### src/rtl/pc_sequencer.sv
// -----------------------------------------------------------------------------
// pc_sequencer
//
// Program-counter stage that sits directly after the branch-decision logic.
// It holds the PC, works out the next PC (sequential, PC-relative branch or
// absolute branch), and owns run / halt / single-step control. The commit
// output qualifies every architectural write in the single-cycle datapath.
//
// Ports:
//   clk            system clock, all state updates on the rising edge
//   rst_n          synchronous, active-low reset
//   take_branch    branch-taken decision for the current instruction
//   branch_abs     1 = absolute target, 0 = PC-relative offset
//   branch_offset  branch field (signed when relative, unsigned when absolute)
//   run            level request for free-running execution
//   step           synchronised, debounced button; rising edge = one instruction
//   halt_req       decoded HALT instruction at the current PC
//   pc             current instruction address (registered)
//   pc_plus1       pc + 1 modulo 2^PC_WIDTH (combinational)
//   commit         current instruction retires this cycle
//   running        free-running state indicator
//   retired        count of committed instructions (wraps)
// -----------------------------------------------------------------------------
module pc_sequencer #(
    parameter int PC_WIDTH     = 8,
    parameter int OFFSET_WIDTH = 8,
    parameter int RESET_VECTOR = 0,
    parameter int COUNT_WIDTH  = 16
) (
    input  logic                    clk,
    input  logic                    rst_n,
    input  logic                    take_branch,
    input  logic                    branch_abs,
    input  logic [OFFSET_WIDTH-1:0] branch_offset,
    input  logic                    run,
    input  logic                    step,
    input  logic                    halt_req,
    output logic [PC_WIDTH-1:0]     pc,
    output logic [PC_WIDTH-1:0]     pc_plus1,
    output logic                    commit,
    output logic                    running,
    output logic [COUNT_WIDTH-1:0]  retired
);

    localparam logic [1:0] HALTED   = 2'b00;
    localparam logic [1:0] RUNNING  = 2'b01;
    localparam logic [1:0] STEPPING = 2'b10;

    logic [1:0]          state;
    logic [1:0]          state_next;
    logic                step_q;
    logic                step_rise;
    logic [PC_WIDTH-1:0] offset_sx;
    logic [PC_WIDTH-1:0] offset_zx;
    logic [PC_WIDTH-1:0] next_pc;

    // Fit the instruction's branch field to the PC width: truncate when the
    // field is wider, otherwise sign-extend (relative) or zero-extend (absolute).
    generate
        if (OFFSET_WIDTH >= PC_WIDTH) begin : g_trunc
            assign offset_sx = branch_offset[PC_WIDTH-1:0];
            assign offset_zx = branch_offset[PC_WIDTH-1:0];
        end else begin : g_ext
            assign offset_sx = {{(PC_WIDTH-OFFSET_WIDTH){branch_offset[OFFSET_WIDTH-1]}},
                                branch_offset};
            assign offset_zx = {{(PC_WIDTH-OFFSET_WIDTH){1'b0}}, branch_offset};
        end
    endgenerate

    assign pc_plus1  = pc + PC_WIDTH'(1);
    assign step_rise = step & ~step_q;

    // Commit is decoded from state alone so the write-enable never glitches
    // on input changes; the unused encoding never commits.
    assign commit  = (state == RUNNING) | (state == STEPPING);
    assign running = (state == RUNNING);

    // Wrap-around in either direction is intentional and silent.
    always_comb begin
        next_pc = pc_plus1;
        if (take_branch) begin
            if (branch_abs) begin
                next_pc = offset_zx;
            end else begin
                next_pc = pc + offset_sx;
            end
        end
    end

    always_comb begin
        state_next = HALTED;
        case (state)
            HALTED: begin
                // run takes priority over a simultaneous step press
                if (run) begin
                    state_next = RUNNING;
                end else if (step_rise) begin
                    state_next = STEPPING;
                end else begin
                    state_next = HALTED;
                end
            end
            RUNNING: begin
                if (halt_req || !run) begin
                    state_next = HALTED;
                end else begin
                    state_next = RUNNING;
                end
            end
            STEPPING: state_next = HALTED;
            default:  state_next = HALTED;
        endcase
    end

    always_ff @(posedge clk) begin
        if (!rst_n) begin
            state   <= HALTED;
            step_q  <= 1'b0;
            pc      <= PC_WIDTH'(RESET_VECTOR);
            retired <= '0;
        end else begin
            state  <= state_next;
            step_q <= step;
            // The exit cycle (halt_req or run falling) still retires, so the
            // PC moves past that instruction before halting.
            if (commit) begin
                pc      <= next_pc;
                retired <= retired + COUNT_WIDTH'(1);
            end
        end
    end

endmodule

### config.mk
export PLATFORM = sky130hd
export DESIGN_NAME = pc_sequencer
export DESIGN_NICKNAME = d
export VERILOG_FILES = /design/src/rtl/pc_sequencer.sv
export SDC_FILE = /design/constraint.sdc
export NUM_CORES = 1
export LEC_CHECK = 0
export ABC_AREA = 1
export ABC_CLOCK_PERIOD_IN_PS = 3900
export CAP_MARGIN = 10
export CORE_MARGIN = 2
export CORE_UTILIZATION = 30
export CTS_BUF_LIST = sky130_fd_sc_hd__clkbuf_8
export CTS_CLUSTER_DIAMETER = 120
export DETAILED_ROUTE_END_ITERATION = 8
export PLACE_DENSITY = 0.59
export SLEW_MARGIN = 20
export SYNTH_ARGS = -nofsm -noshare
export SYNTH_HDL_FRONTEND = slang
export SYNTH_SLANG_ARGS = --single-unit
### constraint.sdc
create_clock -name clk -period 3.9 [get_ports clk]
set_input_delay 0.78 -clock clk [delete_from_list [all_inputs] [get_ports clk]]
set_output_delay 0.78 -clock clk [all_outputs]
set_load 0.03 [all_outputs]
Word-level counts from Yosys, hierarchy flattened
Cells that the tools add are included.
- output and inout bits: 34
- bits of input ports: 15
- register bits: 27
- word-level logic and storage cells: 21
- add/sub/neg operators: 3
- reductions and logical operators: 3
- mux-type cells: 6
- equality and inequality tests: 2
- bitwise operators: 3
- operator list (kind ; count):
    $add 16x1->16 const B ; 1
    $mux 8 ; 2
    $add 8x1->8 const B ; 1
    $add 8x8->8 ; 1
    $mux 2 ; 2
    $pmux 2 s2 ; 1
    $eq 2x1->1 const B ; 1
    $eq 2x2->1 const B ; 1
    $logic_not 2->1 ; 1
    $and 1x1->1 ; 1
    $logic_not 1->1 ; 1
    $logic_or 1x1->1 ; 1
    $mux 1 ; 1
    $not 1->1 ; 1
    $or 1x1->1 ; 1

Logic depth before layout (Yosys ltp)
- word-level depth: 5
- mapped depth: 11
- gate-level depth less buffers: 11

Worst setup path after synthesis
OpenSTA, ideal clock, no wires.
- path kind: register -> output
- start: register pc[1]
- end: output pc_plus1[4]
- buffers on the path: 0
- stages on the path, launching flop included: 4
- setup slack: 1.607 ns
- data required time: 3.120 ns
- arrival: 1.513 ns
- cells stage by stage: dfxtp_1 > ha_1 > nand3_1 > xnor2_1
- word-level cells in the longest chain between the ends: 1
- RTL lines (element ; RTL line ; text):
    from (decl) ; 38 ; output logic [PC_WIDTH-1:0] pc,
    from (signal assigned) ; 119 ; pc <= PC_WIDTH'(RESET_VECTOR);
    from (signal assigned) ; 127 ; pc <= next_pc;
    $add 8x1->8 ; 70 ; assign pc_plus1 = pc + PC_WIDTH'(1);
    to (decl) ; 39 ; output logic [PC_WIDTH-1:0] pc_plus1,
No other way between the ends.

Final worst setup path
Ends and elaborated chain as after synthesis.

==> out/qor.csv <==
stage,metric,value,unit
outcome,status,"complete, no violations",
min_path,hold_path.class,reg2reg,
global_route,overflow,0,
floorplan,dieArea,0.00646,mm2
clock_tree,tritoncts.num_buffers,3,
logic_synthesis,synth.distinct_cells,30,
timing,max_freq,348,MHz
clock_tree,post_cts_buffers,0,
logic_synthesis,synth_mux_area_share,0,%
logic_synthesis,synthCells,262,
logic_synthesis,synth_edf_count,0,
logic_synthesis,syn_nets,289,
logic_synthesis,netlist_area,0.00175,mm2
logic_synthesis,post-synth-top-count-cell,nand2_1,
timing,hold_ws,0.409,ns
setup_path,cp.arrival,2.09,ns
layout,fin_nets,337,
power_and_ir_drop,power_leakage,1.02,nW
setup_path,critPathCapture,pc_plus1[4],
clock_tree,clock-sinks,27,
global_route,grt_use_total,14.0,%
logic_synthesis,synth-compound-area-share,13.2,%
clock_tree,cts_tree,yes,
floorplan,io_pins,49,
detailed_routing,drt-initial-drc-count,86,
placement,gp_congestion,0.890,
detailed_routing,top_layer,met4,
floorplan,num_rows,27,
logic_synthesis,yosysWarnings,0,
logic_synthesis,async_flop_share,0,%
global_route,antenna_found_initial,0,
clock_tree,root_buffer,clkbuf_8,
logic_synthesis,yosys.area_share.simple,31.1,%
logic_synthesis,synth_common_cells,"nand2_1, inv_1, nor2_1",
global_route,grt_pass1_vias,1553,
timing,finalSetupViolCount,0,
job,drv_cap,0,
logic_synthesis,yosysTopAreaCell,dfxtp_1,
timing,finalMaxSlewViolations,0,
setup_path,r2r.worst_path.cells,9,
setup_path,end_kind,output port,
layout,area_delta_synth_final,34.1,%
clock_tree,clk_pin_slew,0.09,ns
power_and_ir_drop,switchingPower,0.228,mW
setup_path,r2r_end,retired[15]$_SDFFE_PN0P_,
power_and_ir_drop,p_clk_share,22.8,%
layout,antenna_cells,0,
logic_synthesis,synth_top_area_share,30.9,%
logic_synthesis,ys_ff_latch,27,
timing,rsz0062_at_grt,no,
logic_synthesis,synth_xor_area_share,5.50,%
placement,dp.final_hpwl,3390,um
power_and_ir_drop,power_per_cell_area,288,mW/mm2
clock_tree,clk_latency,0.27,ns
clock_tree,clockBufferDepth,2,
detailed_routing,drtPass1Iterations,4,
power_and_ir_drop,switching_share,33.7,%
floorplan,start_util,31.4,%
timing,slew_headroom,67.1,%
logic_synthesis,synth_ff_type,dfxtp_1,
power_and_ir_drop,ir_worst_vdd,131,uV
floorplan,die_x,80.4,um
detailed_routing,met3_wirelength,171,um
setup_path,worstSetupStartpointType,flip-flop,
clock_tree,ctsHoldBuffers,0,
setup_path,crit_start,pc[1]$_SDFFE_PN0P_,
timing,period_minus_slack,2.87,ns
detailed_routing,route.met2.wl,2070,um
setup_path,critical_path_class,reg2out,
timing,clock_skew,0.00338,ns
global_route,grt_pass1_wl,7240,um
setup_path,r2r_start,state[0]$_SDFF_PN0_,
logic_synthesis,synth_fa_ha_area_share,9.01,%
placement,port_buffers,48,
layout,layout-drive-gt1-share,4.21,%
floorplan,core_area,0.00557,mm2
floorplan,die_y,80.4,um
clock_tree,cts_resized,0,
detailed_routing,num_vias,1732,
logic_synthesis,ys_seq_area_share,30.9,%
timing,finalCritPeriodShare,73.6,%
detailed_routing,drc,0,
clock_tree,htreeDepth,1,
logic_synthesis,synth_area_leaders,"dfxtp_1, nand2_1, inv_1",
power_and_ir_drop,comb_power_share,32.3,%
logic_synthesis,synth_top_family_by_area,simple AND/OR/NAND/NOR gates,
detailed_routing,ant_nets,0,
power_and_ir_drop,total_power,0.676,mW
setup_path,r2r_slack,1.65,ns
power_and_ir_drop,seqPwrFrac,44.9,%
detailed_routing,wl,4390,um
detailed_routing,viasPerCell,4.55,
logic_synthesis,synth.avg_cell_area,6.68,um2
detailed_routing,wl_met1,2120,um
detailed_routing,wl_per_cell,11.5,um
setup_path,cp.required,3.12,ns
timing,finalSetupTns,0,ns
global_route,grt_max_degree,17,
timing,hold_viol_final,0,
power_and_ir_drop,internal_power,0.448,mW
timing,worstMarginPinSlew,0.494,ns
setup_path,cp_max_fo,5,
[stage by stage]
stage / instance area (um2) / setup WS [ns] / cells / utilization, %
4_1_cts: 2350 / 1.03 / 381 / 42.1
3_3_place_gp: 2300 / 1.30 / 377 / 41.3
5_1_grt: 2350 / 0.937 / 381 / 42.1
3_5_place_dp: 2300 / 1.36 / 377 / 41.3
6_report: 2350 / 1.03 / 381 / 42.1
2_1_floorplan: 1750 / 1.61 / 262 / -
[registers in the layout, indices dropped and copies added, names as in the netlist]
register,cells
step_q,1
retired,16
pc,8
state,2
[how the worst min path moves through the flow]
stage | depth (start not counted) | to | slack, ns | start
6_report | 1 | state[1]$_SDFF_PN0_ | 0.41 | step_q$_SDFF_PN0_
3_3_place_gp | 1 | state[1]$_SDFF_PN0_ | 0.39 | step_q$_SDFF_PN0_
2_1_floorplan | 1 | state[1]$_SDFF_PN0_ | 0.37 | step_q$_SDFF_PN0_
5_1_grt | 1 | state[1]$_SDFF_PN0_ | 0.41 | step_q$_SDFF_PN0_
3_5_place_dp | 1 | state[1]$_SDFF_PN0_ | 0.40 | step_q$_SDFF_PN0_
4_1_cts | 1 | state[1]$_SDFF_PN0_ | 0.41 | step_q$_SDFF_PN0_
[layout make-up]
class	count	area (um2)
Clock buffer	3	41.3
Tap cell	72	90.1
Sequential cell	27	541
Clock inverter	1	3.75
Timing Repair Buffer	49	488
Multi-Input combinational cell	188	1030
Fill cell	594	3230
Inverter	41	154
[worst max-delay path, cell delays in order, from the launching register on]
cell and delay (ns):
dfxtp_1 0.43, ha_1 0.22, nand3_1 0.16, xnor2_1 0.28
clkdlybuf4s50_1 0.73
[power by group through the flow]
stage	clock network, mW	registers [mW]	logic (mW)
finish	0.154	0.303	0.218
detailed placement	0	0.310	0.219
global route	0.175	0.306	0.241
CTS	0.163	0.304	0.219
floorplan	0	0.326	0.121
global placement	0	0.310	0.217
[logic make-up after synthesis]
logic type               Yosys count
buffers and inverters             47
adder cells (fa/ha/maj)           12
AND/OR/NAND/NOR                  121
flip-flops                        27
XOR/XNOR                          11
AO/OA/AOI/OAI                     44
[cells in the final DEF (no fill, tap or decap), types with 2 or more instances in the layout]
master	count
a21oi_1	22
a221oi_1	2
clkbuf_8	3
clkdlybuf4s50_1	48
dfxtp_1	27
ha_1	11
inv_1	41
nand2_1	57
nand2_2	2
nand3_1	14
nand4_1	5
nor2_1	30
nor2_2	3
nor3_1	3
o21ai_0	15
o21ai_1	3
xnor2_1	5
xor2_1	6
[metal layers]
layer | global-route usage [%] | up-vias
met2 | 24.3 | 27
met5 | 0 | -
met3 | 2.70 | 2
met4 | 2.54 | 0
li1 | - | 931
met1 | 18.2 | 772
No activity file was read; power rests on OpenSTA's default activity.
